File: config.mk
export PLATFORM = sky130hd
export DESIGN_NAME = bufg_gt_div_seq
export DESIGN_NICKNAME = d
export VERILOG_FILES = /design/src/rtl/bufg_gt_pkg.sv /design/src/rtl/bufg_gt_div_seq.sv
export SDC_FILE = /design/constraint.sdc
export NUM_CORES = 1
export LEC_CHECK = 0
export CAP_MARGIN = 40
export CORE_MARGIN = 4
export CORE_UTILIZATION = 37
export CTS_BUF_LIST = sky130_fd_sc_hd__clkbuf_8
export CTS_CLUSTER_DIAMETER = 50
export CTS_CLUSTER_SIZE = 20
export DETAILED_ROUTE_END_ITERATION = 7
export PLACE_DENSITY = 0.58
export SETUP_SLACK_MARGIN = 0.1
export SLEW_MARGIN = 20
export SYNTH_ARGS = -nofsm -noshare
export SYNTH_HDL_FRONTEND = slang
export SYNTH_SLANG_ARGS = --single-unit
File: constraint.sdc
create_clock -name CLK -period 2.25 [get_ports CLK]
set_input_delay 0.675 -clock CLK [delete_from_list [all_inputs] [get_ports CLK]]
set_output_delay 0.675 -clock CLK [all_outputs]
set_load 0.05 [all_outputs]
File: src/rtl/bufg_gt_pkg.sv
// Shared types and constants for the BUFG_GT divide-change sequencer.
package bufg_gt_pkg;

  localparam int unsigned DIV_W = 3;
  localparam int unsigned CNT_W = 8;

  typedef enum logic [1:0] {
    CE_OFF = 2'd0,
    CLR_ON = 2'd1,
    SETTLE = 2'd2,
    RUN    = 2'd3
  } state_e;

  // Wait lengths must fit the 8-bit down-counter; the divide code must fit DIV_W.
  function automatic bit params_legal(input int unsigned init_div,
                                      input int unsigned ce_off_cyc,
                                      input int unsigned clr_cyc,
                                      input int unsigned settle_cyc);
    return (init_div < (32'd1 << DIV_W)) &&
           (ce_off_cyc >= 32'd1) && (ce_off_cyc <= 32'd256) &&
           (clr_cyc    >= 32'd1) && (clr_cyc    <= 32'd256) &&
           (settle_cyc >= 32'd1) && (settle_cyc <= 32'd256);
  endfunction

endpackage

File: src/rtl/bufg_gt_div_seq.sv
// Glitch-safe DIV/CE/CLR sequencer for a BUFG_GT clock buffer.
// Optional BUFG_GT_DIV_SEQ_SKIP_SAME_EN: a request for the current code completes without a sequence.
module bufg_gt_div_seq
  import bufg_gt_pkg::*;
#(
  parameter int unsigned INIT_DIV   = 0,
  parameter int unsigned CE_OFF_CYC = 4,
  parameter int unsigned CLR_CYC    = 3,
  parameter int unsigned SETTLE_CYC = 4
) (
  input  logic             CLK,
  input  logic             CLR,
  input  logic             req_vld,
  input  logic [DIV_W-1:0] req_div,
  output logic             req_rdy,
  output logic [DIV_W-1:0] bg_div,
  output logic             bg_ce,
  output logic             bg_clr,
  output logic             busy,
  output logic             done
);

  localparam logic [DIV_W-1:0] INIT_DIV_C = DIV_W'(INIT_DIV);
  localparam logic [CNT_W-1:0] CE_OFF_LD  = CNT_W'(CE_OFF_CYC - 32'd1);
  localparam logic [CNT_W-1:0] CLR_LD     = CNT_W'(CLR_CYC - 32'd1);
  localparam logic [CNT_W-1:0] SETTLE_LD  = CNT_W'(SETTLE_CYC - 32'd1);

  if (!params_legal(INIT_DIV, CE_OFF_CYC, CLR_CYC, SETTLE_CYC)) begin : g_param_err
    $error("bufg_gt_div_seq: illegal parameter set");
  end

  state_e           state_q, state_d;
  logic [CNT_W-1:0] cnt_q, cnt_d;
  logic [DIV_W-1:0] lat_q, lat_d;
  logic [DIV_W-1:0] div_q, div_d;
  logic             ce_q, ce_d;
  logic             clr_q, clr_d;
  logic             rdy_q, rdy_d;
  logic             busy_q, busy_d;
  logic             done_q, done_d;
  logic             same_c;

  // State and output registers; CLR forces the power-up sequence mid-flight.
  always_ff @(posedge CLK or posedge CLR) begin
    if (CLR) begin
      state_q <= CLR_ON;
      cnt_q   <= CLR_LD;
      lat_q   <= INIT_DIV_C;
      div_q   <= INIT_DIV_C;
      ce_q    <= 1'b0;
      clr_q   <= 1'b1;
      rdy_q   <= 1'b0;
      busy_q  <= 1'b1;
      done_q  <= 1'b0;
    end else begin
      state_q <= state_d;
      cnt_q   <= cnt_d;
      lat_q   <= lat_d;
      div_q   <= div_d;
      ce_q    <= ce_d;
      clr_q   <= clr_d;
      rdy_q   <= rdy_d;
      busy_q  <= busy_d;
      done_q  <= done_d;
    end
  end

  // Next-state: each wait state counts down from PARAM-1 and leaves on cnt==0.
  always_comb begin
    state_d = state_q;
    cnt_d   = cnt_q;
    lat_d   = lat_q;
    div_d   = div_q;
    ce_d    = ce_q;
    clr_d   = clr_q;
    rdy_d   = rdy_q;
    busy_d  = busy_q;
    done_d  = 1'b0;
    same_c  = 1'b0;
`ifdef BUFG_GT_DIV_SEQ_SKIP_SAME_EN
    same_c  = (req_div == div_q);
`endif

    unique case (state_q)
      RUN: begin
        if (req_vld && rdy_q) begin
          if (same_c) begin
            done_d = 1'b1;
          end else begin
            lat_d   = req_div;
            ce_d    = 1'b0;
            rdy_d   = 1'b0;
            busy_d  = 1'b1;
            cnt_d   = CE_OFF_LD;
            state_d = CE_OFF;
          end
        end
      end
      CE_OFF: begin
        if (cnt_q == '0) begin
          clr_d   = 1'b1;
          div_d   = lat_q;
          cnt_d   = CLR_LD;
          state_d = CLR_ON;
        end else begin
          cnt_d = cnt_q - CNT_W'(1);
        end
      end
      CLR_ON: begin
        if (cnt_q == '0) begin
          clr_d   = 1'b0;
          cnt_d   = SETTLE_LD;
          state_d = SETTLE;
        end else begin
          cnt_d = cnt_q - CNT_W'(1);
        end
      end
      SETTLE: begin
        if (cnt_q == '0) begin
          ce_d    = 1'b1;
          done_d  = 1'b1;
          rdy_d   = 1'b1;
          busy_d  = 1'b0;
          state_d = RUN;
        end else begin
          cnt_d = cnt_q - CNT_W'(1);
        end
      end
      default: ;
    endcase
  end

  assign req_rdy = rdy_q;
  assign bg_div  = div_q;
  assign bg_ce   = ce_q;
  assign bg_clr  = clr_q;
  assign busy    = busy_q;
  assign done    = done_q;

endmodule

==> summary.md <==
| Metric | Value |
|---|---|
| Setup TNS | 0 ps |
| Hold crit path type | reg -> reg |
| Synth Area in Compound Gates | 20.0% |
| H-tree lvl count | 1 |
| Primary FF master, synth | dfrtp_1 |
| Initial core utilization | between 30% and 40% |
| Ranking of synthesized cells by area | dfrtp_1 36%, dfstp_2 9.5%, ha_1 7.9% |
| Vias post-DR | 832 |
| Max VDD drop | 0.687 mV |
| Buffers & Inverters on Critical Path | 1 |
| Overall Global Routing Usage | about an eighth |
| Worst skew pair latency | around 250 ps |
| CP endpoint kind | output port |
| Status | completed |
| Worst Tran Pin Value | around 530 ps |
| CTS Hold Bufs | 0 |
| Antenna diodes | 0 |
| Clk root buf | clkbuf_8 |
| Cells after synthesis | 100 |
| EDFF count, synth | 0 |
| Slew HR | between 60% and 70% |
| Yosys top cell by area | dfrtp_1 |
| Largest family of logic cells by synthesized area | compound AO/OA/AOI/OAI gates |
| Clk sinks | 20 |
| Post-Synth Simple-Gate Area | between 10% and 20% |
| First-pass GRT wire length | 3950 µm |
| Final hold violation count | 0 |
| Slew Limit Fails | 0 |
| Synth Area in XOR/XNOR | less than 1% |
| Postcts setup bufs | 0 |
| DR iter-0 viols | 11 |
| Netlist cell types | 35 |
| Critical Path RT | 1570 ps |
| Layout cells sized above 1 | between 30% and 40% |
| Post-synth ARST share | 100% |
| CP top delay family | buffers and inverters |
| Max Buffers Root-to-Sink | 2 |
| Adder-Cell Fraction of Synth Area | 7.94% |
| Cell with the most instances after synthesis | dfrtp_1 |
| Clock period minus worst slack | approximately 2100 ps |
| Fmax achieved | slightly below 0.5 GHz |
| Vias in the first global route | between 800 and 900 |
| Post-synth top cells | 16 x dfrtp_1, 7 x ha_1, 7 x mux2_2, 7 x nand2_1, 6 x inv_1 |
| CTS tree | built |
| Gpl congestion | between 0.7 and 0.8 |
| CTS buffer count | 3 |
| Crit path max fanout | 2 |
| CORE AREA | 2810 µm² |
| Worst Skew | 6.13 ps |
| Largest net degree at the start of global routing | 21 |
| Worst path max stage delay | around 810 ps |
| Worst-path clk slew | approximately 70 ps |
| Power Density | between 1500 and 2000 nW/µm² |
| CP max-delay cell | clkdlybuf4s50_1 |
| Final WL | approximately 2200 µm |
| Period utilization | a little over 90% |
| Io pins | 14 |
| Lkg Pwr | slightly above 0.6 nW |
| Remaining global-route overflow | 0 |
| Initial antenna violation count | 0 |
| Max_cap viols | 0 |
| Register area share after synthesis | a little under half |
| Worst slack at placement | -68.8 ps |
| Resized cells post-CTS | 0 |
| Die ar. | ~3900 µm² |
| Cell area after synthesis | 1100 µm² |
| Vias per cell | between 5 and 6 |
| DRC errors left | 0 |
| Synthesized flop and latch total | 20 |
| Fin nets | approximately 140 |
| FP Rows | 19 |
| RSZ-0062 raised after global routing | false |
| Chip Height | between 60 and 70 µm |
| Syn nets | approximately 110 |
| Synth top area share | between 30% and 40% |
| Avg WL per Cell | between 10 and 15 µm |
| Fillers | between 200 and 300 |
| Cells after DPL | roughly 150 |
| Detail Placement HPWL | about 1700 µm |
| Post-route ant nets | 0 |
| Arrival time at the worst endpoint | around 1400 ps |
| Layout Cells excl Fill | 155 |
| DIE WIDTH | 62.6 µm |
| Setup ws final | roughly 170 ps |
| Final setup viols | 0 |
| Avg Cell Area, Syn | between 10 and 15 µm² |
| Number of synthesis warnings | 0 |
| Critical-path cell list | clkdlybuf4s50_1 |
| Port Buffer Count | 13 |
| Area grow syn2layout | 25.3% |
| Startpoint class of the critical path | flip-flop |
| Mux contribution to synthesized area | 8.05% |
| TritonRoute pass-1 iters | 3 |
| Path type of the worst setup path | reg -> out |
worst paths after layout:
kind / startpoint / endpoint / slack, ps / depth (start not counted)
hold / removal: busy$_DFFE_PP1P_ / busy$_DFFE_PP1P_ / 510 / 2
min in group asynchronous: CLR / state_q[1]$_DFFE_PP0P_ / 740 / 3
setup reg to reg: state_q[0]$_DFFE_PP1P_ / cnt_q[5]$_DFFE_PP0P_ / 190 / 6
max in group asynchronous: CLR / busy$_DFFE_PP1P_ / 1240 / 3
hold reg to reg: busy$_DFFE_PP1P_ / busy$_DFFE_PP1P_ / 510 / 2
setup / recovery: bg_div[2]$_DFFE_PP0P_ / bg_div[2] / 170 / 1
sequential cells by signal (all words and copies together), names as in the netlist:
signal	flops
bg_div	3
state_q	2
bg_clr	1
lat_q	3
busy	1
req_rdy	1
done	1
cnt_q	8
routing by layer:
layer | global-route usage [%] | up-vias | share of wire, %
met5 | 0 | - | 0
li1 | - | 419 | -
met2 | 21.0 | 9 | 49
met4 | 5.51 | 0 | 1.1
met3 | 2.70 | 4 | 2.9
met1 | 15.3 | 400 | 47
layout by cell type, fill, tap and decap left out, types with 2 or more instances in the layout:
master	instances
mux2_2	7
o21ai_0	4
dfrtp_1	16
or4_1	2
nand2_1	7
nor2_1	3
or3_1	3
buf_4	14
a21oi_1	4
a22oi_1	5
inv_1	6
clkdlybuf4s50_1	9
clkbuf_8	4
or4_2	3
a22o_1	2
ha_1	7
o31ai_1	5
dfstp_2	4
cell families (layout without fill, tap and decap cells):
| logic type | count (synthesis) | after routing |
|---|---|---|
| buf+inv | 9 | 33 |
| mux | 8 | 8 |
| simple gates | 25 | 25 |
| compound gates | 30 | 30 |
| xor+xnor | 1 | 1 |
| fa+ha+maj | 7 | 7 |
| flops | 20 | 20 |
metrics by stage:
stage	utilization [%]	total power [mW]	hold slack, ps	cell area (µm²)
after global routing	49.3	2.31	536	1380
after global placement	47.1	1.84	483	1320
after detailed placement	47.1	1.86	497	1320
final	49.3	2.14	509	1380
after CTS	49.0	2.15	514	1380
after floorplan	-	1.51	475	1100
cell type report:
type	count	area, µm²	share of cell area, %
Multi-Input combinational cell	71	566	40.9
Inverter	6	22.5	1.63
Timing Repair Buffer	23	195	14.1
Clock buffer	4	55.1	3.98
Tap cell	31	38.8	2.81
Sequential cell	20	505	36.6
power by group:
group	leakage (nW)	internal [mW]	switching, mW
Clock	0.0288	0.155	0.113
Combinational	0.349	0.543	0.674
Sequential	0.241	0.534	0.116
Power figures use the tool's default switching activity.
